File: src/rtl/lfsr_pkg.sv
// rtl/lfsr_pkg.sv - shared constants and encodings for the LFSR sample generator
//
// Purpose: holds the MODE encodings, the generator FSM state type and the
// default 8-bit tap mask / seed used by lfsr_gen and lfsr_next.
// Ports: none (package).

package lfsr_pkg;

    localparam int MODE_FIB = 0;
    localparam int MODE_GAL = 1;

    typedef enum logic {
        ST_STEP = 1'b0,
        ST_HOLD = 1'b1
    } lfsr_state_t;

    localparam logic [7:0] DEFAULT_TAPS = 8'hB8;
    localparam logic [7:0] DEFAULT_SEED = 8'hA5;

endpackage

File: src/rtl/lfsr_next.sv
// rtl/lfsr_next.sv - combinational one-step LFSR next-state function
//
// Purpose: computes the state that follows st for either a Fibonacci
// (TAPS is the feedback tap mask) or a Galois (TAPS is the polynomial
// without the x^WIDTH term) register.
// Ports:
//   st      in  WIDTH  current state
//   st_next out WIDTH  state after one advance

module lfsr_next
    import lfsr_pkg::*;
#(
    parameter int               WIDTH = 8,
    parameter logic [WIDTH-1:0] TAPS  = WIDTH'(DEFAULT_TAPS),
    parameter int               MODE  = MODE_FIB
) (
    input  logic [WIDTH-1:0] st,
    output logic [WIDTH-1:0] st_next
);

    generate
        if (MODE == MODE_GAL) begin : g_galois
            // Shift toward the MSB; the bit falling out selects the polynomial.
            always_comb begin
                st_next = {st[WIDTH-2:0], 1'b0} ^ (st[WIDTH-1] ? TAPS : '0);
            end
        end else begin : g_fibonacci
            // Parity of the tapped bits is shifted in at the LSB.
            always_comb begin
                st_next = {st[WIDTH-2:0], ^(st & TAPS)};
            end
        end
    endgenerate

endmodule

File: src/rtl/lfsr_gen.sv
// rtl/lfsr_gen.sv - LFSR pseudo-random sample generator with valid/ready output
//
// Purpose: advances an LFSR STEPS times per sample while en is high, then
// presents the new state on rnd with rnd_valid until rd_ready accepts it.
// load reseeds at any time; a zero seed is replaced by SEED and flagged.
// Optional build macro: LFSR_GEN_STATS_EN adds the draw_count transfer counter.
// Ports:
//   Clk        in  1      clock
//   rst        in  1      asynchronous active-high reset
//   en         in  1      advance enable
//   load       in  1      synchronous seed load strobe
//   seed_in    in  WIDTH  seed value
//   rd_ready   in  1      consumer accepts sample
//   rnd        out WIDTH  registered sample
//   rnd_valid  out 1      sample available
//   zero_fix   out 1      one-cycle pulse when a zero seed was replaced
//   draw_count out 16     completed transfers (LFSR_GEN_STATS_EN only)

module lfsr_gen
    import lfsr_pkg::*;
#(
    parameter int               WIDTH = 8,
    parameter logic [WIDTH-1:0] TAPS  = WIDTH'(DEFAULT_TAPS),
    parameter logic [WIDTH-1:0] SEED  = WIDTH'(DEFAULT_SEED),
    parameter int               STEPS = 1,
    parameter int               MODE  = MODE_FIB
) (
    input  logic             Clk,
    input  logic             rst,
    input  logic             en,
    input  logic             load,
    input  logic [WIDTH-1:0] seed_in,
    input  logic             rd_ready,
    output logic [WIDTH-1:0] rnd,
    output logic             rnd_valid,
    output logic             zero_fix
`ifdef LFSR_GEN_STATS_EN
    ,
    output logic [15:0]      draw_count
`endif
);

    logic [WIDTH-1:0] st;
    logic [WIDTH-1:0] st_nxt;
    logic [7:0]       cnt;
    lfsr_state_t      state;
    logic             last_step;

    lfsr_next #(
        .WIDTH (WIDTH),
        .TAPS  (TAPS),
        .MODE  (MODE)
    ) u_next (
        .st      (st),
        .st_next (st_nxt)
    );

    // cnt counts advances already done for the sample in progress.
    assign last_step = (cnt == 8'(STEPS - 1));

    always_ff @(posedge Clk or posedge rst) begin
        if (rst) begin
            st        <= SEED;
            cnt       <= '0;
            state     <= ST_STEP;
            rnd       <= '0;
            rnd_valid <= 1'b0;
            zero_fix  <= 1'b0;
        end else begin
            zero_fix <= 1'b0;
            if (load) begin
                // A zero state would lock the LFSR, so fall back to SEED.
                if (seed_in == '0) begin
                    st       <= SEED;
                    zero_fix <= 1'b1;
                end else begin
                    st <= seed_in;
                end
                cnt       <= '0;
                rnd_valid <= 1'b0;
                state     <= ST_STEP;
            end else begin
                case (state)
                    ST_STEP: begin
                        if (en) begin
                            st <= st_nxt;
                            if (last_step) begin
                                rnd       <= st_nxt;
                                rnd_valid <= 1'b1;
                                cnt       <= '0;
                                state     <= ST_HOLD;
                            end else begin
                                cnt <= cnt + 8'd1;
                            end
                        end
                    end
                    ST_HOLD: begin
                        // rnd keeps the accepted value after the handshake.
                        if (rd_ready) begin
                            rnd_valid <= 1'b0;
                            state     <= ST_STEP;
                        end
                    end
                    default: state <= ST_STEP;
                endcase
            end
        end
    end

`ifdef LFSR_GEN_STATS_EN
    // A handshake coinciding with load still counts as a completed draw;
    // only reset clears the counter.
    always_ff @(posedge Clk or posedge rst) begin
        if (rst) begin
            draw_count <= '0;
        end else if (rnd_valid && rd_ready) begin
            draw_count <= draw_count + 16'd1;
        end
    end
`endif

endmodule

File: config.mk
export PLATFORM = sky130hd
export DESIGN_NAME = lfsr_gen
export DESIGN_NICKNAME = d
export VERILOG_FILES = /design/src/rtl/lfsr_pkg.sv /design/src/rtl/lfsr_next.sv /design/src/rtl/lfsr_gen.sv
export SDC_FILE = /design/constraint.sdc
export NUM_CORES = 1
export LEC_CHECK = 0
export ABC_CLOCK_PERIOD_IN_PS = 1700
export BUFFER_PORTS_ARGS = -buffer_cell sky130_fd_sc_hd__buf_2
export CAP_MARGIN = 20
export CORE_MARGIN = 2
export CORE_UTILIZATION = 49
export CTS_CLUSTER_DIAMETER = 30
export DETAILED_ROUTE_END_ITERATION = 16
export HOLD_SLACK_MARGIN = 0.02
export PLACE_DENSITY = 0.84
export RECOVER_POWER = 25
export SETUP_SLACK_MARGIN = 0.1
export SLEW_MARGIN = 20
export SYNTH_ARGS = -nofsm -noshare
export SYNTH_HDL_FRONTEND = slang
export SYNTH_SLANG_ARGS = --single-unit
File: constraint.sdc
create_clock -name Clk -period 1.7 [get_ports Clk]
set_input_delay 0.34 -clock Clk [delete_from_list [all_inputs] [get_ports Clk]]
set_output_delay 0.34 -clock Clk [all_outputs]
set_load 0.03 [all_outputs]
; ---- Word level (Yosys, flattened, before mapping)
; Index checks and enable logic that the tools add are counted.
[classes]
mux = 20
n_reduce_logical = 7
n_eq_ne = 4
n_bitwise = 2
add_sub_neg = 1
[op_table]
columns = op, n
row1 = 8-bit 2-to-1 mux, 8
row2 = 8-bit logical NOT, 2
row3 = 1-bit 2-to-1 mux, 10
row4 = 3-bit inequality test (second input constant), 3
row5 = 8-bit by 1-bit adder with 8-bit output (second input constant), 1
row6 = 8-bit XOR reduction, 1
row7 = 1-bit case mux with 2 select lines, 2
row8 = 4-bit AND reduction, 1
row9 = 3-bit AND reduction, 1
row10 = 2-bit inequality test (second input constant), 1
row11 = 1-bit inverter, 2
row12 = 2-bit AND reduction, 1
row13 = 2-bit nonzero test, 1
[word_totals]
inputBits = 13
elab_cells = 40
ff_bits = 27

; ---- Longest topological paths before layout
[depth]
ltp_word = 5
depth_mapped = 6

; ---- By module
; Synthesis repeated with hierarchy kept, for this count alone.
[unflattened]
cells_unflattened = 126
area_unflattened_um2 = 1396.3
[modules_own_cells]
columns = module, area_each_um2, n_inst, seq_area_each_um2, cells_per_inst
row1 = lfsr_gen, 1317.5, 1, 680.7, 116
row2 = lfsr_next, 78.8, 1, 0.0, 10

; ---- Worst setup path before layout
; OpenSTA, ideal clock, no wires.
[synth_path]
path_type = register to register
startpoint = reg cnt[0]
endpoint = reg rnd[0]
setup_time_ps = 125
arrival_time_ps = 1676
setup_slack_ps = -100
t_required_ps = 1575
stages_incl_launch_ff = 7
synth_period_minus_slack_ps = 1800
cell_sequence = dfrtp_1 -> inv_1 -> ha_1 -> nor4b_1 -> nand3_1 -> nor2_2 -> mux2_2
[synth_between]
elab_chain_cells = 2
[synth_lines]
columns = item, line_no
row1 = "start, declared", lfsr_gen.sv:45  ; logic [7:0] cnt;
row2 = "start signal, assigned", lfsr_gen.sv:93  ; cnt <= cnt + 8'd1;
row3 = 8-bit logical NOT, lfsr_gen.sv:59  ; assign last_step = (cnt == 8'(STEPS - 1));
row4 = 4-bit AND reduction (no line), n/a
row5 = "end signal, assigned", lfsr_gen.sv:88  ; rnd <= st_nxt;
row6 = "end, declared", lfsr_gen.sv:34  ; output logic [WIDTH-1:0] rnd,
; No other way between the ends.
; A chain may end at the register's enable or synchronous reset.

; ---- Worst setup path in the final report
[layout_path]
startpoint = reg cnt[0]
endpoint = reg rnd[2]
; Same word-level chain as after synthesis.

==> flow_metrics.tcl <==
set metrics [dict create \
    clkTransAtPathRegs_ns 0.16 \
    synth.top_cell.area_share 0.4457 \
    ff2ff_path_depth 7 \
    yosys.area_share.simple 0.1570 \
    grt_first_pass_wirelength_um 5002 \
    yosysUniqueCellTypes 32 \
    fin_util 0.6742 \
    viasPerCell 5.521 \
    rrSetupSlack_ns 0.003 \
    nets 174 \
    drt_iter0_markers 33 \
    ys_seq_elements 27 \
    grt_overflow_total 0 \
    drt_wl_total_um 3013 \
    post-place-cells 179 \
    r2r_start "cnt[0]" \
    slew-limit-headroom 0.06321 \
    synth-main-ff-cell "dfrtp_1" \
    syn_to_final_growth_pct 29.36 \
    synth_cells 119 \
    r2r_end "rnd[2]" \
    start_util 0.5212 \
    grt_pass1_vias 1063 \
    cp-end-kind "register" \
    design_area_sq_mm 0.001670 \
    numCtsBuffers 3 \
    grt_use_total 0.2005 \
    final.min_clock_period_ns 1.697 \
    io_pins 23 \
    ant_nets 0 \
    hpwlAfterDp_um 2002 \
    syn_avg_cell_area_sq_um 10.85 \
    num_vias 1038 \
    wl_per_cell_um 16.03 \
    fp-row-count 18 \
    clk_latency_ns 0.34 \
    drc_errors 0 \
    antenna_found_initial 0 \
    postPlaceCellArea_sq_mm 0.001558 \
    crit_arrival_ns 1.92 \
    power.leakage_nw 0.8029 \
    htree_num_levels 1 \
    final_hold_viol_count 0 \
    yosys_warnings 0 \
    synth_top_family_by_area "simple AND/OR/NAND/NOR gates" \
    skew_ns 0.01581 \
    mostFrequentLayoutCells "dfrtp_1, buf_2, buf_4, nor2_1, nand2_1" \
    drv_cap 0 \
    drive_gt1_frac 0.4114 \
    syn-cell-area_sq_mm 0.001291 \
    status "completed" \
    fin_ws_ns 0.002921 \
    start_kind "register" \
    fill_cells 181 \
    setup_viol 0 \
    crit_fanout 8 \
    synth_compound_area_frac 0.1105 \
    totalPowerFinal_w 0.001506 \
    vdd_drop_max_v 0.0006215 \
    min_path_cells 2 \
    yosysTopAreaCell "dfrtp_1" \
    cp-startpoint "cnt[0]" \
    async_flop_share 1.000 \
    post-route-period-util 0.9983 \
    cts-root-buf "clkbuf_4" \
    synthMuxAreaShare 0.1085 \
    grt_max_degree 28 \
    drt-pass1-iter-count 4 \
    die_x_um 55.34 \
    synth_seq_area_share 0.5271 \
    gp_congestion 0.7905 \
    worstSetupPathType "reg2reg" \
    cp.required_ns 1.93 \
    place_ws_ns -0.1089 \
    holdCritPathClass "in2reg" \
    tightest_slew_ns 1.405 \
    cts_tree "done" \
    cts_hold_buf 0 \
    die-area_sq_mm 0.003062 \
    ys_top_cells_by_area "dfrtp_1, dfstp_2, mux2_2, xor2_1, mux2i_1" \
    synth_fa_ha_area_frac 0.01938 \
    slew_violations 0 \
    cts_sinks 27 \
    design.core.area_sq_mm 0.002477 \
    final_common_cell "dfrtp_1" \
    min_to "zero_fix" \
    rsz0062_at_grt "yes" \
    clockBufferDepth 2 \
    fmax_ghz 0.5892 \
    synth_edf_count 0 \
    min_from "seed_in[0]" \
    n_antenna_cell 0 \
    die_y_um 55.34 \
    io_buffers 22 \
    syn-num-nets 134 \
    instances_no_fill 188 \
    power_density_mw_per_mm2 901.3 \
    synth_xor_xnor_area_share 0.05426 \
]
worst max-delay path, stage by stage (launching register included):
cell and delay, ns:
dfrtp_1 0.43, inv_2 0.09, ha_4 0.12, nor4b_4 0.22, nand3_2 0.15, nor2_4 0.14
buf_12 0.14, mux2_4 0.30
report_power, final:
group / internal [W] / total (W) / switching (W) / leakage (nW)
Sequential: 0.000731 / 0.000784 / 0.0000529 / 0.337
Combinational: 0.000185 / 0.000433 / 0.000249 / 0.448
Clock: 0.0000885 / 0.000288 / 0.000199 / 0.0177
cell usage after synthesis, types with 2 or more instances:
cell,instances
a21oi_1,4
nand3_1,3
o2111ai_1,2
dfrtp_1,23
dfstp_2,4
and3_1,2
mux2i_1,5
o21ai_0,8
ha_1,2
clkbuf_1,4
mux2_2,8
nor3_1,5
nand2b_1,2
inv_1,3
o22a_1,3
xnor2_1,2
nor2_1,11
nand2_1,9
xor2_1,6
worst max path at each step:
stage	endpoint	cells after the start
3_3_place_gp	st[2]	5
2_1_floorplan	rnd[0]	6
5_1_grt	rnd[6]	7
6_report	rnd[2]	7
4_1_cts	rnd[6]	7
3_5_place_dp	st[2]	5
per-layer routing:
layer	GRT usage	wire length, um	up-vias
met5	0	0	-
met4	0.05575	61	0
li1	-	-	500
met1	0.2644	1303	506
met2	0.3435	1553	26
met3	0.02810	95	6
state kept, by name, summed over array words and instances, names as in the netlist:
register and count:
zero_fix 1, rnd 8, rnd_valid 1, cnt 8
state 1, st 8
layout make-up:
type                    instances  area [sq um]  area share
clock inverters                 1         5.005    0.002996
inverters                       3         11.26    0.006742
multi-input cells              84         659.4      0.3948
repair buffers                 40         254.0      0.1521
clock buffers                   3         22.52     0.01348
well taps                      30         37.54     0.02247
flip-flops and latches         27         680.7      0.4075
through the flow:
step	hold WS [ns]	TNS, ns
floorplan	0.3898	0
global placement	0.4075	-0.4307
detailed placement	0.4140	-0.7883
CTS	0.04678	0
global route	0.2294	-0.4870
finish	0.2157	0
cells by family (layout without fill, tap and decap cells):
kind of cell,Yosys count,in the layout
mux,13,13
flops,27,27
fa+ha+maj,2,2
buf+inv,8,47
xor+xnor,8,8
compound gates,21,21
simple gates,40,40
what timing repair did:
item,in CTS,in global routing
endpoints found under the setup margin,8,12
resized for setup,9,2
gates cloned,0,0
setup buffers,3,2
pin swaps,3,2
(Power assumes the default switching activity.)
